## src/rtl/regfile_port_arbiter.sv

```systemverilog
// Round-robin arbiter in front of a 2R/1W register file. Each granted request gets
// one RF access cycle and then a one-cycle response pulse, so reads and writes never overlap.
// state   | meaning
// IDLE    | no request in flight; arbitrate incoming requests
// READ    | drive captured read addresses; RF samples at the closing posedge
// WRITE   | drive captured write address/data; RF commits on the negedge
// RESP    | pulse rsp_valid for the owner; arbitrate the next request
module regfile_port_arbiter #(
  parameter int NREQ = 2,
  parameter int AW   = 5,
  parameter int DW   = 32
) (
  input  logic               clk,
  input  logic               rst,
  input  logic [NREQ-1:0]    req_valid,
  input  logic [NREQ-1:0]    req_write,
  input  logic [NREQ*AW-1:0] req_a1,
  input  logic [NREQ*AW-1:0] req_a2,
  input  logic [NREQ*AW-1:0] req_a3,
  input  logic [NREQ*DW-1:0] req_wd,
  output logic [NREQ-1:0]    req_ready,
  output logic [NREQ-1:0]    rsp_valid,
  output logic [DW-1:0]      rsp_rd1,
  output logic [DW-1:0]      rsp_rd2,
  output logic               rf_we,
  output logic [AW-1:0]      rf_a1,
  output logic [AW-1:0]      rf_a2,
  output logic [AW-1:0]      rf_a3,
  output logic [DW-1:0]      rf_wd,
  input  logic [DW-1:0]      rf_rd1,
  input  logic [DW-1:0]      rf_rd2,
  output logic               busy
);

  localparam int PW = (NREQ > 1) ? $clog2(NREQ) : 1;

  localparam logic [1:0] S_IDLE  = 2'd0;
  localparam logic [1:0] S_READ  = 2'd1;
  localparam logic [1:0] S_WRITE = 2'd2;
  localparam logic [1:0] S_RESP  = 2'd3;

  logic [1:0]    state_q, state_d;
  logic [PW-1:0] ptr_q, ptr_d;
  logic [PW-1:0] gnt_q, gnt_d;
  logic          wr_q, wr_d;
  logic [AW-1:0] a1_q, a1_d;
  logic [AW-1:0] a2_q, a2_d;
  logic [AW-1:0] a3_q, a3_d;
  logic [DW-1:0] wd_q, wd_d;

  logic [PW-1:0] cand;
  logic [PW-1:0] win;
  logic          found;
  logic          arb_en;
  logic          grant;

  // Round-robin search starting one past the last winner.
  always_comb begin
    cand  = ptr_q;
    win   = '0;
    found = 1'b0;
    for (int k = 0; k < NREQ; k++) begin
      cand = (cand == PW'(NREQ - 1)) ? '0 : cand + 1'b1;
      if (!found && req_valid[cand]) begin
        found = 1'b1;
        win   = cand;
      end
    end
  end

  assign arb_en = (state_q == S_IDLE) || (state_q == S_RESP);
  assign grant  = arb_en && found;

  always_comb begin
    state_d = state_q;
    ptr_d   = ptr_q;
    gnt_d   = gnt_q;
    wr_d    = wr_q;
    a1_d    = a1_q;
    a2_d    = a2_q;
    a3_d    = a3_q;
    wd_d    = wd_q;
    case (state_q)
      S_READ, S_WRITE: state_d = S_RESP;
      default: begin
        if (grant) begin
          state_d = req_write[win] ? S_WRITE : S_READ;
          ptr_d   = win;
          gnt_d   = win;
          wr_d    = req_write[win];
          // Only the fields for the chosen access are loaded so the other RF inputs hold.
          if (req_write[win]) begin
            a3_d = req_a3[win*AW +: AW];
            wd_d = req_wd[win*DW +: DW];
          end else begin
            a1_d = req_a1[win*AW +: AW];
            a2_d = req_a2[win*AW +: AW];
          end
        end else begin
          state_d = S_IDLE;
        end
      end
    endcase
  end

  always_ff @(posedge clk or negedge rst) begin
    if (!rst) begin
      state_q <= S_IDLE;
      ptr_q   <= PW'(NREQ - 1);
      gnt_q   <= '0;
      wr_q    <= 1'b0;
      a1_q    <= '0;
      a2_q    <= '0;
      a3_q    <= '0;
      wd_q    <= '0;
    end else begin
      state_q <= state_d;
      ptr_q   <= ptr_d;
      gnt_q   <= gnt_d;
      wr_q    <= wr_d;
      a1_q    <= a1_d;
      a2_q    <= a2_d;
      a3_q    <= a3_d;
      wd_q    <= wd_d;
    end
  end

  // Grant is combinational from req_valid, so it is masked while reset is held.
  assign req_ready = (grant && rst) ? (NREQ'(1) << win) : '0;
  assign rsp_valid = (state_q == S_RESP) ? (NREQ'(1) << gnt_q) : '0;
  assign rsp_rd1   = (state_q == S_RESP && !wr_q) ? rf_rd1 : '0;
  assign rsp_rd2   = (state_q == S_RESP && !wr_q) ? rf_rd2 : '0;
  assign rf_we     = (state_q == S_WRITE) && (a3_q != '0);
  assign rf_a1     = a1_q;
  assign rf_a2     = a2_q;
  assign rf_a3     = a3_q;
  assign rf_wd     = wd_q;
  assign busy      = (state_q != S_IDLE);

endmodule

```

## config.mk

```make
export PLATFORM = sky130hd
export DESIGN_NAME = regfile_port_arbiter
export DESIGN_NICKNAME = d
export VERILOG_FILES = /design/src/rtl/regfile_port_arbiter.sv
export SDC_FILE = /design/constraint.sdc
export NUM_CORES = 1
export LEC_CHECK = 0
export ABC_CLOCK_PERIOD_IN_PS = 2240
export CAP_MARGIN = 40
export CORE_AREA = 2 2 110 112
export CTS_BUF_LIST = sky130_fd_sc_hd__clkbuf_8
export CTS_CLUSTER_DIAMETER = 40
export DETAILED_ROUTE_END_ITERATION = 8
export DIE_AREA = 0 0 112 114
export DONT_BUFFER_PORTS = 1
export PLACE_DENSITY = 0.5
export SYNTH_ARGS = -nofsm -noshare
export SYNTH_HDL_FRONTEND = slang
export SYNTH_SLANG_ARGS = --single-unit
```

## constraint.sdc

```tcl
create_clock -name clk -period 2.24 [get_ports clk]
set_input_delay 0.56 -clock clk [delete_from_list [all_inputs] [get_ports clk]]
set_output_delay 0.56 -clock clk [all_outputs]
set_load 0.03 [all_outputs]
```

## Word level (Yosys, flattened, before mapping)

Cells that the tools add are included.

| cells by class | value |
|---|---|
| reduce and logical (&&, ||, !) cells | 15 |
| shifts and indexed selects | 6 |
| $lt $le $gt $ge | 3 |
| multipliers | 1 |
| equality and inequality tests | 3 |
| add/subtract/negate cells | 2 |
| bitwise gates (word level) | 2 |
| multiplexer cells | 19 |

Operator list:

| operator | count |
|---|---|
| $mux 32 | 2 |
| $shiftx 64x7->32 | 1 |
| $shiftx 10x5->5 | 3 |
| $mux 1 | 12 |
| $mux 2 | 5 |
| $lt 1x2->1 const B | 3 |
| $reduce_and 3->1 | 2 |
| $logic_and 1x1->1 | 5 |
| $reduce_bool 5->1 | 1 |
| $eq 2x2->1 const B | 2 |
| $mul 1x3->4 const B | 1 |
| $shl 1x1->2 const A | 2 |
| $add 1x1->1 const B | 2 |
| $eq 2x1->1 const B | 1 |
| $logic_not 1->1 | 2 |
| $logic_not 2->1 | 1 |
| $not 1->1 | 2 |
| $reduce_and 2->1 | 1 |
| $reduce_bool 2->1 | 1 |
| $reduce_or 2->1 | 1 |
| $logic_or 1x1->1 | 1 |

| storage, ports and cells | value |
|---|---|
| logic and storage cells | 59 |
| register bits | 52 |
| output and inout bits | 117 |
| bits of input ports | 164 |

## Depth between registers and ports, before layout

| depth | value |
|---|---|
| depth after elaboration | 13 |
| mapped depth | 8 |
| depth with buffers taken out | 5 |

## Worst setup path after synthesis

Ideal clock, no wire load.

| timing | value |
|---|---|
| path kind | input -> output |
| start | in req_valid[1] |
| end | out req_ready[1] |
| path slack | 0.203 ns |
| arrival | 1.477 ns |
| buffers on the path | 2 |
| stages | 4 |
| data required time | 1.680 ns |
| path through | a21bo_1 -> buf_6 -> buf_6 -> nor2_1 |

| on the way | value |
|---|---|
| longest elaborated chain between the ends | 9 |
| elaborated cells between the ends (all ways) | 14 |
| those cells by class | shift (1); mux (9); reduce/logical (4) |

Ends and longest elaborated chain:

| element | line | RTL |
|---|---|---|
| start, declared | 15 | `input logic [NREQ-1:0] req_valid,` |
| $mux 1 (not written as such) (2 in series) | 64 | `if (!found && req_valid[cand]) begin` |
| $mux 1 | 64 |  |
| $logic_not 1->1 | 64 |  |
| $logic_and 1x1->1 | 64 |  |
| $mux 1 | 64 |  |
| $logic_and 1x1->1 | 72 | `assign grant = arb_en && found;` |
| $logic_and 1x1->1 | 129 | `assign req_ready = (grant && rst) ? (NREQ'(1) << win) : '0;` |
| $mux 2 * | 129 |  |
| end, declared | 21 | `output logic [NREQ-1:0] req_ready,` |

Mark *: on every way between the ends. The rest lies on a longest branch, timed or not. The select of a mux whose other input is x is not followed.

## Worst setup path after layout

| timing | value |
|---|---|
| start | reg state_q[1] |
| end | out rsp_rd2[10] |

| on the way | value |
|---|---|
| longest elaborated chain between the ends | 3 |

Ends and longest elaborated chain:

| element | line | RTL |
|---|---|---|
| start, declared | 42 | `logic [1:0] state_q, state_d;` |
| start signal, assigned | 117 | `state_q <= state_d;` |
| $eq 2x2->1 | 132 | `assign rsp_rd2 = (state_q == S_RESP && !wr_q) ? rf_rd2 : '0;` |
| $logic_and 1x1->1 | 132 |  |
| $mux 32 | 132 |  |
| end, declared | 24 | `output logic [DW-1:0] rsp_rd2,` |

Every way passes these cells.

==> results.toml <==
[logic_synthesis]
parity_gate_share_of_the_synthesized_area_counting_xor_and_xnor_cells = 0
synth-warning-count = 0
yosys.area_share.adder = 0.0116
yosys.cell_count.top_type = "sky130_fd_sc_hd__and2_1"
simple_gate_area_share_of_the_yosys_netlist = 0.151
post_synth_mux_area_share = 0.370
fraction_of_registers_with_async_set_reset = 1.00
synth.lib_cells_used.distinct = 27
synth.net_count = 430
yosysSeqAreaShare = 0.401
synth_top_family_by_area = "multiplexers"
post_synth.cell_area_avg_sq_um = 12.3
post_synth_inst_count = 263
synth-edff-count = 0
synth_compound_area_frac = 0.0235
ys_dominant_reg_cell = "sky130_fd_sc_hd__dfrtp_1"
synth.top_cells.by_area = "sky130_fd_sc_hd__dfrtp_1 39%, sky130_fd_sc_hd__mux2_2 19%, sky130_fd_sc_hd__mux2_4 18%"
synth-seq-cells = 52
netlist_area_sq_um = 3250
yosys.area.top_type = "sky130_fd_sc_hd__dfrtp_1"
synth_top_cell_area_share = 0.393
post_synth_most_frequent_cells = "65 x sky130_fd_sc_hd__and2_1, 55 x sky130_fd_sc_hd__mux2_2, 51 x sky130_fd_sc_hd__dfrtp_1, 38 x sky130_fd_sc_hd__mux2_4, 7 x sky130_fd_sc_hd__clkbuf_1"

[job]
cap_viol_max_count = 0

[floorplanning]
fp.dieW_um = 112
std_cell_rows = 40
core_area_sq_um = 11700
num_io_pins = 281
die_height_um = 114
initial_core_util = 0.277
die_area_sq_um = 12800

[clock_tree]
cts-htree-levels = 2
cts_buffer_depth = 2
clk_pin_slew_ns = 0.10
cts_sinks = 52
insertion_delay_ns = 0.31
cts_made_buffers = 5
tritoncts = "done"
cts-root-buf = "sky130_fd_sc_hd__clkbuf_8"

[worst_setup_path]
critical_path.startpoint_type = "register"
endpoint_kind = "primary output"
crit_path_top_delay_cell = "sky130_fd_sc_hd__dfrtp_1"
cp_cell_sequence = "ha_2 > nor2b_4 > buf_12 > clkbuf_16 > and2_4 > buf_6"
worstPathRequired_ns = 1.68
critical-path-max-stage-delay_ns = 0.39
worstPathBufferInverterCount = 3
worst-path-max-fanout = 8
cpLargestDelayFamily = "buffers and inverters"
crit_type = "register to primary output"
arrival_ns = 1.70

[grt]
met3_capacity_usage_during_global_routing = 0.0436
grt_use_met1 = 0.170
antenna_found_initial = 0
grt_start_max_net_pins = 65
global_route.usage.met2 = 0.303
grt_most_used_layer = "met2"
grt_overflow = 0
grt_pass1_wl_mm = 15.3
global_route.usage.total = 0.159
grt_pass1_vias = 2483

[routing]
drt-initial-drc-count = 97
detail_route.wirelength_mm = 11.5
vias_per_cell = 4.99
antenna_violating_nets_post_route = 0
num_vias = 2393
detail_route.first_pass.iterations = 4
drc_errors = 0
routedWlPerCell_um = 23.9

[sta]
tightest_slew_ns = 0.620
finalHoldViolCount = 0
setup_ws_ns = -0.0197
skew_ns = 0.0114
setup_viol = 23
relSlewSlack = 0.586
tns_ns = -0.205
achievable-frequency_ghz = 0.443
drv_slew = 0
layout_min_cycle_time_ns = 2.26
timing.final.crit_share = 1.01
grt_setup_unrepaired = "true"

[placement]
dp_hpwl_mm = 8.17
globalplace.congestion = 0.818
portBuffers = 0
post-place-ws_ns = 0.191
placed_standard_cell_area_sq_um = 4160

[layout]
finalInstanceArea_sq_um = 4760
drive_gt1_frac = 0.724
final_util = 0.407
antennaDiodeCount = 0
final_net_count = 499
syn_to_final_growth_pct = 46.7
nFillCells = 1114

[pwr]
peakVddDrop_mv = 0.739
cellPowerDensity_nw_per_um2 = 1480
report.power.total_uw = 7050
p_leak_uw = 0.00215

[run_status]
failed_checks = "setup timing"
status = "finished, violations left"

[worst_hold_path]
timing.hold.worst.class = "input port to asynchronous set/reset pin"
## final timing paths
| kind | startpoint | end | slack [ns] | depth (start not counted) |
|---|---|---|---|---|
| max | state_q[1]$_DFF_PN0_ | rsp_rd2[10] | -0.02 | 6 |
| min | rst | ptr_q$_DFFE_PN1P_ | 0.07 | 0 |
| max reg2reg | state_q[0]$_DFF_PN0_ | rf_a1[4]$_DFFE_PN0P_ | 0.28 | 5 |
| min reg2reg | ptr_q$_DFFE_PN1P_ | ptr_q$_DFFE_PN1P_ | 0.54 | 2 |
| max in group asynchronous | rst | rf_a3[3]$_DFFE_PN0P_ | 1.91 | 1 |
| min in group clk | req_valid[0] | ptr_q$_DFFE_PN1P_ | 0.45 | 3 |
## state kept, by name (all words and copies together) (netlist names)
register	cells
rf_a3	5
ptr_q	1
state_q	2
wr_q	1
gnt_q	1
rf_wd	32
rf_a2	5
rf_a1	5
## metrics by stage
stage          cells  hold slack (ns)
2_1_floorplan    263            0.264
6_report         480           0.0730
3_5_place_dp     462            0.266
3_3_place_gp     462            0.266
5_1_grt          480           0.0381
4_1_cts          472           0.0591
## layer usage
layer	vias up	share of wire
met4	0	0.023
met3	11	0.082
met5	-	0
met1	1186	0.34
li1	1025	-
met2	171	0.56
## cells in the final DEF, fill, tap and decap left out, drive strengths merged
cell type / n
a21bo: 1
a21boi: 1
a21oi: 1
a2bb2oi: 1
a32o: 2
and2: 65
buf: 76
bufbuf: 1
clkbuf: 9
clkinv: 1
dfrtp: 51
dfstp: 1
ha: 3
inv: 7
mux2: 94
nand2: 1
nand2b: 2
nor2: 4
nor2b: 4
o21a: 1
o21ai: 2
o21bai: 1
or2: 2
or2b: 1
or4: 1
## logic make-up (layout without fill, tap and decap cells)
logic type                 after synthesis  in the layout
AOI/OAI and AO/OA                       10             10
adders and majority gates                3              3
buffers and inverters                   24             94
DFF                                     52             52
muxes                                   94             94
and+or+nand+nor                         80             80
## repair_timing
item                       CTS  global route
pin swaps                    0            48
hold endpoints to repair    51             0
resized for setup            4            94
hold buffers                 1             0
setup buffers                0             2
cloned                       1             6
setup endpoints to repair    4            67
## area by class of cell
cell class | count | area (sq um) | area share
Timing Repair Buffer | 80 | 1190 | 0.250
Clock inverter | 2 | 13.8 | 0.00289
Multi-Input combinational cell | 187 | 1960 | 0.413
Inverter | 6 | 22.5 | 0.00473
Clock buffer | 6 | 82.6 | 0.0173
Tap cell | 147 | 184 | 0.0386
Sequential cell | 52 | 1310 | 0.274
## where the power goes
group / internal (uW) / switching, uW
sequential: 1430 / 1260
clock: 254 / 326
combinational: 2090 / 1680
total: 3780 / 3270
(Power assumes the default switching activity.)
